`src/rtl/clock_set_ctrl.sv`:
```
// clock_set_ctrl: button-driven time-setting FSM with field adjust auto-repeat,
// idle timeout back to RUN, blink phase and zero-time request.
module clock_set_ctrl #(
  parameter int HOLD_DELAY    = 500,
  parameter int REPEAT_PERIOD = 100,
  parameter int TIMEOUT_TICKS = 10
) (
  input  logic       clk,
  input  logic       clear,
  input  logic       tick,
  input  logic       btn_mode,
  input  logic       btn_inc,
  input  logic       btn_zero,
  output logic       keep,
  output logic       adjust_sec,
  output logic       adjust_min,
  output logic       adjust_hour,
  output logic       clr_time,
  output logic [1:0] mode,
  output logic       blink
);
  localparam int HW = $clog2(HOLD_DELAY + 1);
  localparam int RW = $clog2(REPEAT_PERIOD + 1);
  localparam int TW = $clog2(TIMEOUT_TICKS + 1);
  localparam logic [HW-1:0] HOLD_MAX = HW'(HOLD_DELAY);
  localparam logic [RW-1:0] REP_LAST = RW'(REPEAT_PERIOD - 1);
  localparam logic [TW-1:0] TO_LAST  = TW'(TIMEOUT_TICKS - 1);
  typedef enum logic [1:0] {RUN = 2'd0, SET_HOUR = 2'd1, SET_MIN = 2'd2, SET_SEC = 2'd3} state_t;
  state_t        state_q, state_d;
  logic          mode_prev_q, inc_prev_q, zero_prev_q;
  logic [HW-1:0] hold_q, hold_d;
  logic [RW-1:0] rep_q, rep_d;
  logic [TW-1:0] to_q, to_d;
  logic          keep_q, keep_d, blink_q, blink_d, clr_time_q, clr_time_d;
  logic          adjust_sec_q, adjust_sec_d, adjust_min_q, adjust_min_d, adjust_hour_q, adjust_hour_d;
  logic          mode_edge, inc_edge, zero_edge, any_edge, setting, timeout, changed, held, fire;
  always_comb begin
    mode_edge     = btn_mode & ~mode_prev_q;
    inc_edge      = btn_inc & ~inc_prev_q;
    zero_edge     = btn_zero & ~zero_prev_q;
    any_edge      = mode_edge | inc_edge | zero_edge;
    setting       = state_q != RUN;
    timeout       = setting & tick & ~any_edge & (to_q >= TO_LAST);
    state_d       = mode_edge ? state_t'(state_q + 2'd1) : timeout ? RUN : state_q;
    changed       = state_d != state_q;
    // a hold only counts if it started with an edge inside the current SET state
    held          = setting & btn_inc & inc_prev_q & (hold_q != '0) & ~changed;
    fire          = (inc_edge & setting & ~changed) | (held & (hold_q == HOLD_MAX) & (rep_q == '0));
    hold_d        = (inc_edge & setting & ~changed) ? HW'(1) :
                    held ? ((hold_q == HOLD_MAX) ? hold_q : hold_q + HW'(1)) : '0;
    rep_d         = (held & (hold_q == HOLD_MAX)) ? ((rep_q == REP_LAST) ? '0 : rep_q + RW'(1)) : '0;
    to_d          = (setting & ~changed) ? (any_edge ? '0 : tick ? to_q + TW'(1) : to_q) : '0;
    keep_d        = state_d != RUN;
    blink_d       = (state_d == RUN) ? 1'b0 : changed ? 1'b1 : blink_q ^ tick;
    clr_time_d    = zero_edge;
    adjust_hour_d = fire & (state_q == SET_HOUR);
    adjust_min_d  = fire & (state_q == SET_MIN);
    adjust_sec_d  = fire & (state_q == SET_SEC);
  end
  // previous-sample flops reset high so a button held through clear is not an edge
  always_ff @(posedge clk or posedge clear) begin
    if (clear) begin
      state_q       <= RUN;
      mode_prev_q   <= 1'b1;
      inc_prev_q    <= 1'b1;
      zero_prev_q   <= 1'b1;
      hold_q        <= '0;
      rep_q         <= '0;
      to_q          <= '0;
      keep_q        <= 1'b0;
      blink_q       <= 1'b0;
      clr_time_q    <= 1'b0;
      adjust_hour_q <= 1'b0;
      adjust_min_q  <= 1'b0;
      adjust_sec_q  <= 1'b0;
    end else begin
      state_q       <= state_d;
      mode_prev_q   <= btn_mode;
      inc_prev_q    <= btn_inc;
      zero_prev_q   <= btn_zero;
      hold_q        <= hold_d;
      rep_q         <= rep_d;
      to_q          <= to_d;
      keep_q        <= keep_d;
      blink_q       <= blink_d;
      clr_time_q    <= clr_time_d;
      adjust_hour_q <= adjust_hour_d;
      adjust_min_q  <= adjust_min_d;
      adjust_sec_q  <= adjust_sec_d;
    end
  end
  assign mode        = state_q;
  assign keep        = keep_q;
  assign blink       = blink_q;
  assign clr_time    = clr_time_q;
  assign adjust_hour = adjust_hour_q;
  assign adjust_min  = adjust_min_q;
  assign adjust_sec  = adjust_sec_q;
endmodule

```
`config.mk`:
```
export PLATFORM = sky130hd
export DESIGN_NAME = clock_set_ctrl
export DESIGN_NICKNAME = d
export VERILOG_FILES = /design/src/rtl/clock_set_ctrl.sv
export SDC_FILE = /design/constraint.sdc
export NUM_CORES = 1
export LEC_CHECK = 0
export CORE_MARGIN = 3
export CORE_UTILIZATION = 56
export CTS_BUF_LIST = sky130_fd_sc_hd__clkbuf_16
export CTS_CLUSTER_SIZE = 25
export DETAILED_ROUTE_END_ITERATION = 12
export PLACE_DENSITY = 0.78
export SETUP_SLACK_MARGIN = 0.05
export SKIP_CTS_REPAIR_TIMING = 1
export SYNTH_ARGS = -nofsm -noshare
export SYNTH_HDL_FRONTEND = slang
export SYNTH_SLANG_ARGS = --single-unit
```
`constraint.sdc`:
```
create_clock -name clk -period 2.2 [get_ports clk]
set_input_delay 0.44 -clock clk [delete_from_list [all_inputs] [get_ports clk]]
set_output_delay 0.44 -clock clk [all_outputs]
set_load 0.02 [all_outputs]
```
### Yosys cells after proc, flatten, opt, wreduce, memory -nomap -nowiden

Cells that the tools add are included.
W data, S select, Z words.

* mux-type cells: 12
* add/subtract/negate cells: 4
* order comparisons: 1
* bitwise gates (word level): 27
* reduce and logical (&&, ||, !) cells: 5
* equal/unequal tests: 8

Operators by type and width (count)
* $mux W9: 3
* $and A1 B1 Y1: 18
* $mux W7: 2
* $mux W4: 3
* $add A9 B1 Y9 const B: 1
* $eq A9 B9 Y1 const B: 1
* $reduce_bool A9 Y1: 1
* $add A7 B1 Y7 const B: 1
* $eq A7 B7 Y1 const B: 1
* $logic_not A7 Y1: 1
* $ne A3 B3 Y1 const B: 2
* $not A1 Y1: 5
* $add A4 B1 Y4 const B: 1
* $eq A2 B2 Y1 const B: 2
* $ge A4 B4 Y1 const B: 1
* $mux W2: 2
* $reduce_bool A2 Y1: 2
* $or A1 B1 Y1: 3
* $add A2 B1 Y2 const B: 1
* $eq A2 B1 Y1 const B: 1
* $logic_not A2 Y1: 1
* $mux W1: 2
* $ne A2 B2 Y1: 1
* $xor A1 B1 Y1: 1

* word-level logic and storage cells: 70
* input port bits: 6
* output and inout bits: 8
* flip-flop bits (word level): 31

### Depth between registers and ports, before layout

Gate-level depths: netlist (run 1).

* word-level depth: 16
* gate-level depth with buffers: 7
* depth with buffers taken out: 6

### Worst setup path before layout (run 1)

OpenSTA, ideal clock, no wires.

* path type: reg2reg
* from: register state_q[0] (netlist: mode[0])
* to: register adjust_hour_q (netlist: adjust_hour)
* library setup time: 0.134 ns
* buffers on the path: 1
* slack: 0.236 ns
* cell stages (with the launch flop): 7
* data arrival time: 1.830 ns
* path through: dfrtp_1 inv_1 ha_1 a211o_1 o21ai_1 buf_2 nor3b_1

* word-level cells in the longest chain between the ends: 13
* elaborated cells on any way between the ends: 20

RTL lines
* start, declared: line 29 `state_t state_q, state_d;`
* start signal, assigned: line 77 `state_q <= state_d;`
* $reduce_bool A2 Y1: line 42 `setting = state_q != RUN;`
* $and A1 B1 Y1 (3 in series): line 43 `timeout = setting & tick & ~any_edge & (to_q >= TO_LAST);`
* $mux W2 (2 in series): line 44 `state_d = mode_edge ? state_t'(state_q + 2'd1) : timeout ? RUN : state_q;`
* $ne A2 B2 Y1: line 45 `changed = state_d != state_q;`
* $not A1 Y1: line 47, 48
* $and A1 B1 Y1: line 47 `held = setting & btn_inc & inc_prev_q & (hold_q != '0) & ~changed;`
* $and A1 B1 Y1 (2 in series): line 48 `fire = (inc_edge & setting & ~changed) | (held & (hold_q == HOLD_MAX) & (rep_q == '0));`
* $or A1 B1 Y1: line 48
* $and A1 B1 Y1 (*): line 56 `adjust_hour_d = fire & (state_q == SET_HOUR);`
* via adjust_hour_d: line 35 `logic adjust_sec_q, adjust_sec_d, adjust_min_q, adjust_min_d, adjust_hour_q, adjust_hour_d;`
* end signal, assigned: line 87 `adjust_hour_q <= adjust_hour_d;`
* end, declared: line 35

The timed path passes the listed nets; every way through them passes the cells marked *.
A chain may end at the register's enable or synchronous reset.

### Final worst setup path (run 1)

* from: register hold_q[5]
* to: register rep_q[3]

* word-level cells in the longest chain between the ends: 5
* elaborated cells on any way between the ends: 6

RTL lines
* start, declared: line 31 `logic [HW-1:0] hold_q, hold_d;`
* start signal, assigned: line 81 `hold_q <= hold_d;`
* $reduce_bool A9 Y1: line 47
* $and A1 B1 Y1 (2 in series): line 47
* $and A1 B1 Y1 (*): line 51 `rep_d = (held & (hold_q == HOLD_MAX)) ? ((rep_q == REP_LAST) ? '0 : rep_q + RW'(1)) : '0;`
* $mux W7 (*): line 51
* via rep_d[3]: line 32 `logic [RW-1:0] rep_q, rep_d;`
* end signal, assigned: line 82 `rep_q <= rep_d;`
* end, declared: line 32

Marked as above.

==> results of run 1 <==
[final timing paths]
check / slack, ps / endpoint
worst max-delay path: 260 / rep_q[3]$_DFF_PP0_
worst min-delay path: 490 / rep_q[0]$_DFF_PP0_
worst max register to register: 260 / rep_q[3]$_DFF_PP0_
worst min register to register: 490 / rep_q[0]$_DFF_PP0_
max in group asynchronous: 1340 / mode_prev_q$_DFF_PP1_
min in group asynchronous: 540 / hold_q[8]$_DFFE_PP0P_
[per-stage QoR]
stage                     setup WS (ps)  utilization, %
final                             261.2           73.52
after global placement            290.3           68.15
after CTS                         265.1           73.52
after detailed placement          252.9           68.15
after floorplan                   236.0               -
after global routing              173.3           73.52
[final cells by class]
| class | instances | area [um^2] |
|---|---|---|
| Sequential cell | 31 | 779.5 |
| Timing Repair Buffer | 17 | 160.2 |
| Tap cell | 30 | 37.54 |
| Clock inverter | 3 | 15.01 |
| Inverter | 11 | 41.29 |
| Clock buffer | 5 | 125.1 |
| Multi-Input combinational cell | 111 | 762.0 |
| Fill cell | 187 | 691.9 |
[flip-flops by register name, indices dropped and copies added, names as in the netlist]
| name | cells |
|---|---|
| mode_prev_q | 1 |
| keep | 1 |
| hold_q | 9 |
| rep_q | 7 |
| adjust_sec | 1 |
| zero_prev_q | 1 |
| blink | 1 |
| clr_time | 1 |
| mode | 2 |
| adjust_hour | 1 |
| to_q | 4 |
| inc_prev_q | 1 |
| adjust_min | 1 |
[worst reg2reg max path, stage by stage (launching register included)]
cell and delay (ps):
sky130_fd_sc_hd__dfrtp_1 430, sky130_fd_sc_hd__or4_1 550, sky130_fd_sc_hd__or4_4 530, sky130_fd_sc_hd__nand3_4 210, sky130_fd_sc_hd__nor4_1 90
[routing by layer]
layer  wire length, um  global-route usage (%)  up-vias
met2              1449                   30.86       20
met4                45                   13.29        0
met3               106                   7.343        6
met5                 0                       0        -
li1                  -                       -      582
met1              1352                   21.96      545
[where the power goes]
part	internal (mW)	switching (mW)
registers	0.612	0.0347
clock network	0.411	0.230
logic	0.137	0.183
[cells in the final DEF, fill, tap and decap left out, types with 2 or more instances in the layout]
master / synthesis / layout
sky130_fd_sc_hd__dfstp_2: 3 / 3
sky130_fd_sc_hd__xor2_1: 8 / 8
sky130_fd_sc_hd__nor2_1: 13 / 13
sky130_fd_sc_hd__a21oi_1: 2 / 2
sky130_fd_sc_hd__nand2_1: 12 / 12
sky130_fd_sc_hd__clkinv_2: 0 / 3
sky130_fd_sc_hd__nand3_1: 6 / 6
sky130_fd_sc_hd__clkbuf_16: 0 / 5
sky130_fd_sc_hd__xnor2_1: 8 / 8
sky130_fd_sc_hd__and3_1: 3 / 3
sky130_fd_sc_hd__ha_1: 11 / 11
sky130_fd_sc_hd__nand2b_1: 4 / 4
sky130_fd_sc_hd__nor3b_1: 3 / 3
sky130_fd_sc_hd__inv_1: 11 / 11
sky130_fd_sc_hd__o21ai_0: 2 / 2
sky130_fd_sc_hd__dfrtp_1: 28 / 28
sky130_fd_sc_hd__nor4_1: 7 / 7
sky130_fd_sc_hd__clkdlybuf4s50_1: 0 / 13
sky130_fd_sc_hd__nor3_1: 11 / 11
sky130_fd_sc_hd__buf_4: 0 / 4
sky130_fd_sc_hd__nand4_1: 3 / 3
[kinds of logic (layout without fill, tap and decap cells)]
kind of cell / count (synthesis) / after routing / share of synthesized area [%]
DFF: 31 / 31 / 48.33
and+or+nand+nor: 70 / 70 / 23.74
adders and majority gates: 11 / 11 / 8.534
xor gates and xnor gates: 16 / 16 / 8.689
AOI/OAI and AO/OA: 12 / 12 / 4.966
muxes: 2 / 2 / 1.319
buffers and inverters: 14 / 36 / 4.422
==> summary.log, run 1 <==
qor: worst_setup_path.timing.critical_path.depth 4
qor: route.drt_drc_violations_left 0
qor: worst_setup_path.cp_cell_sequence or4_1 > or4_4 > nand3_4 > nor4_1
qor: timing.timing.setup.tns 0 ps
qor: route.wire_per_inst 14.20 um
qor: timing.clock_skew 4.377 ps
qor: logic_synthesis.synth_async_sr_flop_share 100.0%
qor: die.floorplan.die.height 59.67 um
qor: placed_design.gp_routability_congestion 0.8387
qor: die.floorplan.die.width 59.67 um
qor: power_and_ir_drop.design_power_total 1.608 mW
qor: timing.max_freq 515.8 MHz
qor: clock_network.ctsRootBufferMaster sky130_fd_sc_hd__clkbuf_16
qor: placed_design.port_buffers 13
qor: worst_setup_path.cp_top_family simple AND/OR/NAND/NOR gates
qor: power_and_ir_drop.leakage 0.8314 nW
qor: hold_path.worst_hold_startpoint rep_q[0]$_DFF_PP0_
qor: worst_setup_path.cp.required 2350 ps
qor: global_routing.groute.usage.overall 19.65%
qor: hold_path.min_path_type reg2reg
qor: placed_design.placed_cell_area 0.001780 mm^2
qor: die.floorplan.rows 18
qor: clock_network.clock_insertion_delay_worst_skew 280 ps
qor: clock_network.cts_max_path_buffers 2
qor: die.top_level_ports 14
qor: route.final_ant_viol_nets 0
qor: worst_setup_path.maximum_single_stage_delay_on_the_critical_path 550 ps
qor: worst_setup_path.cp_launch_point hold_q[5]$_DFFE_PP0P_
qor: timing.grt_setup_unrepaired no
qor: clock_network.clock_tree.htree_level_count 2
qor: die.core_area 0.002613 mm^2
qor: die.initial_utilization 61.73%
qor: clock_network.tritoncts done
qor: final_layout.layout-area-overhead-vs-synth 19.08%
qor: global_routing.via_count_of_the_first_global_routing_pass 1196
qor: power_and_ir_drop.power_density 837.0 mW/mm^2
qor: worst_setup_path.reg2regPathDepth 4
qor: route.post_drt_via_cell_ratio 5.543
qor: timing.timing.final.crit_share 88.13%
qor: worst_setup_path.cp_slowest_cell sky130_fd_sc_hd__or4_1
qor: final_layout.num_antenna_cells 0
qor: timing.tightestPinTransition 518.3 ps
qor: timing.fin_worst_hold_slack 492.0 ps
qor: clock_network.numClockSinks 31
qor: power_and_ir_drop.max_ir_drop_vdd 813.6 uV
qor: die.die_area 0.003560 mm^2
qor: timing.setup_viol 0
qor: logic_synthesis.synth_area 0.001613 mm^2
qor: route.drtIter0Drc 67
qor: logic_synthesis.postSynthRegisterBits 31
qor: worst_setup_path.worstPathMaxFanout 15
qor: global_routing.grt.overflow.total 0
qor: global_routing.first_pass_grt_wire_length 5030 um
qor: timing.hold_viol 0
qor: placed_design.dp_cells 200
qor: logic_synthesis.synth.yosys.warnings 0
qor: worst_setup_path.critical_path_buf_inv_count 0
qor: flow_run.cap_violations 0
qor: logic_synthesis.top_cell_type_s_share_of_synthesized_area 43.44%
qor: timing.slew_limit_fails 0
qor: route.vias 1153
qor: global_routing.antenna_violations_before_repair 0
qor: status.status completed
qor: worst_setup_path.critPathArrivalTime 2090 ps
qor: final_layout.design.final.nets 194
qor: clock_network.worst_setup_hold_path_clk_slew 50 ps
qor: global_routing.maximum_number_of_pins_on_one_net_before_global_route_repair 32
qor: logic_synthesis.syn_avg_cell_area 10.34 um^2
qor: logic_synthesis.cell_type_with_the_largest_total_area_after_synthesis sky130_fd_sc_hd__dfrtp_1
qor: logic_synthesis.netlist_top_cells_area sky130_fd_sc_hd__dfrtp_1 (43%), sky130_fd_sc_hd__ha_1 (8.5%), sky130_fd_sc_hd__dfstp_2 (4.9%), sky130_fd_sc_hd__xnor2_1 (4.3%), sky130_fd_sc_hd__xor2_1 (4.3%)
qor: logic_synthesis.synth_enable_flop_cells 0
qor: placed_design.dp.final_hpwl 2073 um
qor: worst_setup_path.critical_path_class reg2reg
qor: worst_setup_path.r2r-start hold_q[5]$_DFFE_PP0P_
qor: logic_synthesis.synth.most_common_cell sky130_fd_sc_hd__dfrtp_1
qor: logic_synthesis.mappedNetlistNets 173
qor: logic_synthesis.netlist_top_cells_count sky130_fd_sc_hd__dfrtp_1 (28), sky130_fd_sc_hd__nor2_1 (13), sky130_fd_sc_hd__nand2_1 (12)
qor: route.drt-pass1-iter-count 4
qor: logic_synthesis.synth_cell_type_count 37
qor: worst_setup_path.timing.critical_path.from_type flip-flop
qor: worst_setup_path.endpoint_kind flip-flop
qor: logic_synthesis.yosys_most_used_dff sky130_fd_sc_hd__dfrtp_1
qor: final_layout.finished_layout_cell_area 0.001921 mm^2
qor: route.routed_wl 2954 um
qor: timing.max-slew-margin-rel 65.26%
qor: logic_synthesis.fraction_of_the_yosys_area_taken_by_sequential_cells 48.33%
qor: final_layout.drive_above_1_share 11.80%
qor: final_layout.post_route_insts_no_fill 208
qor: logic_synthesis.synthCells 156
qor: timing.period_needed 1939 ps
qor: hold_path.worst_hold_stages 1
qor: clock_network.numCtsBuffers 5
(Power assumes the default switching activity.)
==> run 2, diff against run 1 <==
Settings changed: MAX_ROUTING_LAYER set to met4.
==> summary.log, run 2 (synthesis results as in run 1) <==
qor: final_layout.largest_register hold_q
qor: final_layout.layout_common_cells sky130_fd_sc_hd__dfrtp_1 (28), sky130_fd_sc_hd__nor2_1 (13), sky130_fd_sc_hd__clkdlybuf4s50_1 (13)
qor: route.drt_drc_violations_left 0
qor: worst_setup_path.cp_cell_sequence or4_1 > or4_4 > nand3_4 > nor4_1
qor: power_and_ir_drop.net_load_switching_power 0.4477 mW
qor: die.initial_utilization 61.73%
qor: worst_setup_path.rrSetupSlack 260 ps
qor: die.core_area 0.002613 mm^2
qor: status.status completed
qor: worst_setup_path.endpoint_kind flip-flop
qor: final_layout.biggestRegsByFlops hold_q (9), rep_q (7), to_q (4)
qor: power_and_ir_drop.leakage 0.8314 nW
qor: final_layout.layout_commonest_cell sky130_fd_sc_hd__dfrtp_1
qor: global_routing.groute.usage.overall 20.22%
qor: hold_path.min_path_type reg2reg
qor: clock_network.numCtsBuffers 5
qor: clock_network.cts_max_path_buffers 2
qor: timing.setup_viol 0
qor: power_and_ir_drop.switching_share 27.85%
qor: placed_design.dp.final_hpwl 2073 um
qor: power_and_ir_drop.power_density 837.0 mW/mm^2
qor: die.floorplan.die.width 59.67 um
qor: clock_network.numClockSinks 31
qor: route.routed_wl 2953 um
qor: worst_setup_path.worstPathMaxFanout 15
qor: die.floorplan.die.height 59.67 um
qor: route.final_ant_viol_nets 0
qor: route.drt-pass1-iter-count 4
qor: worst_setup_path.cp_top_family simple AND/OR/NAND/NOR gates
qor: route.vias 1153
qor: worst_setup_path.critPathArrivalTime 2090 ps
qor: clock_network.ctsRootBufferMaster sky130_fd_sc_hd__clkbuf_16
qor: route.wire_per_inst 14.20 um
qor: power_and_ir_drop.cell_internal_pwr 1.160 mW
qor: clock_network.clock_tree.htree_level_count 2
qor: placed_design.gp_routability_congestion 0.8517
qor: timing.timing.final.crit_share 88.12%
qor: route.post_drt_via_cell_ratio 5.543
qor: global_routing.maximum_number_of_pins_on_one_net_before_global_route_repair 32
qor: flow_run.cap_violations 0
qor: timing.grt_setup_unrepaired no
qor: timing.timing.setup.tns 0 ps
qor: die.floorplan.rows 18
qor: timing.hold_viol 0
qor: route.drtIter0Drc 67
qor: final_layout.largest_register_ff_count 9
qor: timing.slew_limit_fails 0
qor: die.top_level_ports 14
qor: global_routing.grt.overflow.total 0
qor: timing.max_freq 515.8 MHz
qor: placed_design.port_buffers 13
qor: worst_setup_path.maximum_single_stage_delay_on_the_critical_path 550 ps
qor: die.die_area 0.003560 mm^2
qor: timing.period_needed 1939 ps
qor: timing.tightestPinTransition 518.4 ps
qor: final_layout.design.final.nets 194
qor: clock_network.tritoncts done
qor: global_routing.first_pass_grt_wire_length 5030 um
qor: worst_setup_path.timing.critical_path.from_type flip-flop
qor: final_layout.fin_util 73.52%
qor: worst_setup_path.critical_path_buf_inv_count 0
qor: final_layout.drive_above_1_share 11.80%
qor: power_and_ir_drop.clock_power_share 39.9%
qor: final_layout.layout-area-overhead-vs-synth 19.08%
qor: global_routing.antenna_violations_before_repair 0
qor: worst_setup_path.cp.required 2350 ps
qor: clock_network.worst_setup_hold_path_clk_slew 50 ps
qor: timing.clock_skew 4.396 ps
qor: timing.max-slew-margin-rel 65.25%
qor: power_and_ir_drop.proportion_of_power_drawn_by_combinational_gates 19.9%
qor: power_and_ir_drop.max_ir_drop_vdd 813.6 uV
qor: global_routing.via_count_of_the_first_global_routing_pass 1196
qor: clock_network.clock_insertion_delay_worst_skew 280 ps
qor: final_layout.num_antenna_cells 0
qor: worst_setup_path.critical_path_class reg2reg
qor: worst_setup_path.cp_slowest_cell sky130_fd_sc_hd__or4_1
qor: power_and_ir_drop.p_seq_share 40.2%
==> run 2: path summary, 6_finish.rpt <==
check	startpoint	to	cells after the start
setup / recovery	hold_q[5]$_DFFE_PP0P_	rep_q[3]$_DFF_PP0_	4
hold / removal	rep_q[0]$_DFF_PP0_	rep_q[0]$_DFF_PP0_	1
hold reg to reg	rep_q[0]$_DFF_PP0_	rep_q[0]$_DFF_PP0_	1
setup reg to reg	hold_q[5]$_DFFE_PP0P_	rep_q[3]$_DFF_PP0_	4
max in group asynchronous	clear	mode_prev_q$_DFF_PP1_	3
min in group asynchronous	clear	hold_q[8]$_DFFE_PP0P_	3
==> run 2: power groups by stage <==
stage / combinational (mW) / clock, mW / sequential (mW)
after global placement: 0.312 / 0 / 0.654
after floorplan: 0.166 / 0 / 0.688
after global routing: 0.355 / 0.682 / 0.653
after detailed placement: 0.320 / 0 / 0.656
final: 0.320 / 0.641 / 0.646
after CTS: 0.324 / 0.650 / 0.647
==> run 2: routing by layer <==
| metal | vias to the layer above | global-route usage, % | part of all wire, % |
|---|---|---|---|
| met5 | - | - | 0 |
| met4 | 0 | 13.29 | 1.5 |
| met3 | 6 | 7.343 | 3.6 |
| met2 | 20 | 30.86 | 49 |
| met1 | 545 | 21.96 | 46 |
| li1 | 582 | - | - |
==> run 2: metrics by stage <==
stage                     std cells  worst slack, ps  total power [mW]  hold slack, ps  cell area [um^2]
after floorplan                 156            236.0            0.8534           444.5              1613
after global placement          200            290.3            0.9660           476.4              1780
after detailed placement        200            252.9            0.9765           486.4              1780
after CTS                       208            265.1             1.621           493.3              1921
after global routing            208            173.3             1.690           533.1              1921
final                           208            261.3             1.608           492.0              1921
==> run 2: area by class of cell <==
cell class	count	area [um^2]
clock buffer	5	125.1
clock inverter	3	15.01
fill	187	691.9
inverter	11	41.29
multi-input combinational	111	762.0
sequential	31	779.5
tap	30	37.54
timing repair buffer	17	160.2
==> run 3, diff against run 2 <==
Settings changed: CORE_UTILIZATION 56 to 30, PLACE_DENSITY 0.78 to unset.
==> summary.log, run 3 (synthesis results as in run 1) <==
qor: status.status completed
qor: timing.clock_skew 6.955 ps
qor: placed_design.placed_cell_area 0.001846 mm^2
qor: final_layout.layout_common_cells sky130_fd_sc_hd__dfrtp_1 (28), sky130_fd_sc_hd__nor2_1 (13), sky130_fd_sc_hd__clkdlybuf4s50_1 (13)
qor: die.core_area 0.005140 mm^2
qor: timing.slew_limit_fails 0
qor: clock_network.ctsRootBufferMaster sky130_fd_sc_hd__clkbuf_16
qor: power_and_ir_drop.power_density 810.2 mW/mm^2
qor: timing.hold_viol 0
qor: route.post_drt_via_cell_ratio 4.596
qor: placed_design.gp_routability_congestion 0.7617
qor: clock_network.numClockSinks 31
qor: placed_design.port_buffers 13
qor: hold_path.min_path_type reg2reg
qor: timing.timing.final.crit_share 86.81%
qor: timing.fin_worst_hold_slack 493.3 ps
qor: final_layout.multi_input_gate_area_in_the_final_layout 762.0 um^2
qor: global_routing.first_pass_grt_wire_length 5119 um
qor: die.top_level_ports 14
qor: power_and_ir_drop.leakage 0.8410 nW
qor: die.initial_utilization 31.38%
qor: power_and_ir_drop.design_power_total 1.607 mW
qor: timing.grt_setup_unrepaired no
qor: final_layout.layout_commonest_cell sky130_fd_sc_hd__dfrtp_1
qor: timing.timing.setup.tns 0 ps
qor: worst_setup_path.maximum_single_stage_delay_on_the_critical_path 550 ps
qor: route.vias 1149
qor: global_routing.groute.usage.overall 10.74%
qor: final_layout.finished_layout_cell_area 0.001983 mm^2
qor: clock_network.tritoncts done
qor: placed_design.dp.final_hpwl 2078 um
qor: clock_network.numCtsBuffers 5
qor: clock_network.clock_insertion_delay_worst_skew 270 ps
qor: flow_run.cap_violations 0
qor: final_layout.design.final.nets 196
qor: worst_setup_path.cp_cell_sequence or4_1 > or4_4 > nand3_4 > nor4_1
qor: die.floorplan.die.width 79.32 um
qor: route.drt-pass1-iter-count 4
qor: final_layout.layout-area-overhead-vs-synth 22.96%
qor: timing.setup_viol 0
qor: global_routing.antenna_violations_before_repair 0
qor: clock_network.worst_setup_hold_path_clk_slew 50 ps
qor: power_and_ir_drop.max_ir_drop_vdd 457.9 uV
qor: worst_setup_path.worstPathMaxFanout 15
qor: final_layout.largest_register hold_q
qor: worst_setup_path.critPathArrivalTime 2060 ps
qor: global_routing.maximum_number_of_pins_on_one_net_before_global_route_repair 32
qor: route.routed_wl 2936 um
qor: die.die_area 0.006292 mm^2
qor: global_routing.grt.overflow.total 0
qor: worst_setup_path.cp_slowest_cell sky130_fd_sc_hd__or4_1
qor: final_layout.fin_util 38.58%
qor: worst_setup_path.endpoint_kind flip-flop
qor: final_layout.biggestRegsByFlops hold_q (9), rep_q (7), to_q (4)
qor: worst_setup_path.critical_path_class reg2reg
qor: route.wire_per_inst 11.74 um
qor: route.drtIter0Drc 20
qor: clock_network.cts_max_path_buffers 2
qor: final_layout.fill_cells 532
qor: worst_setup_path.cp_top_family simple AND/OR/NAND/NOR gates
qor: worst_setup_path.critical_path_buf_inv_count 0
qor: clock_network.clock_tree.htree_level_count 2
qor: global_routing.via_count_of_the_first_global_routing_pass 1148
qor: timing.period_needed 1910 ps
qor: die.floorplan.die.height 79.32 um
qor: final_layout.register_area 779.5 um^2
qor: final_layout.drive_above_1_share 11.67%
qor: route.drt_drc_violations_left 0
qor: final_layout.largest_register_ff_count 9
qor: worst_setup_path.cp.required 2350 ps
qor: worst_setup_path.timing.critical_path.from_type flip-flop
qor: timing.tightestPinTransition 393.2 ps
qor: route.final_ant_viol_nets 0
qor: final_layout.num_antenna_cells 0
qor: timing.max-slew-margin-rel 73.79%
qor: timing.max_freq 523.6 MHz
qor: die.floorplan.rows 26
[run 3: metrics by stage]
| step | worst slack (ps) | std cells |
|---|---|---|
| 2_1_floorplan | 236.0 | 156 |
| 6_report | 290.1 | 250 |
| 5_1_grt | 245.5 | 250 |
| 3_3_place_gp | 285.1 | 242 |
| 3_5_place_dp | 256.1 | 242 |
| 4_1_cts | 298.9 | 250 |
[run 3: layout make-up]
cell class | count | share of cell area (%)
clock buffer | 5 | 6.309
clock inverter | 3 | 0.6309
inverter | 11 | 2.082
multi-input combinational | 111 | 38.42
sequential | 31 | 39.31
tap | 70 | 4.416
timing repair buffer | 19 | 8.833
[run 3: power by group]
group          switching, mW  internal (mW)  total (mW)
registers             0.0363          0.611       0.648
clock network          0.232          0.408       0.640
logic                  0.182          0.138       0.319
total                  0.450           1.16        1.61
[run 3: worst reg2reg max path, stage by stage, from the launching register on]
cell and delay, ps:
sky130_fd_sc_hd__dfrtp_1 430, sky130_fd_sc_hd__or4_1 550, sky130_fd_sc_hd__or4_4 530, sky130_fd_sc_hd__nand3_4 200, sky130_fd_sc_hd__nor4_1 80
[run 3: worst paths after layout]
kind	start	endpoint	slack, ps	cells past startpoint
worst min-delay path	rep_q[0]$_DFF_PP0_	rep_q[0]$_DFF_PP0_	490	1
worst min register to register	rep_q[0]$_DFF_PP0_	rep_q[0]$_DFF_PP0_	490	1
worst max register to register	hold_q[5]$_DFFE_PP0P_	rep_q[5]$_DFF_PP0_	290	4
min in group asynchronous	clear	keep$_DFF_PP0_	550	3
max in group asynchronous	clear	inc_prev_q$_DFF_PP1_	1330	3
worst max-delay path	hold_q[5]$_DFFE_PP0P_	rep_q[5]$_DFF_PP0_	290	4
[run 3: routing by layer]
layer | GRT usage, % | wire length (um)
met5 | - | 0
met4 | 2.577 | 12
met3 | 4.082 | 119
met2 | 17.26 | 1412
met1 | 12.79 | 1390
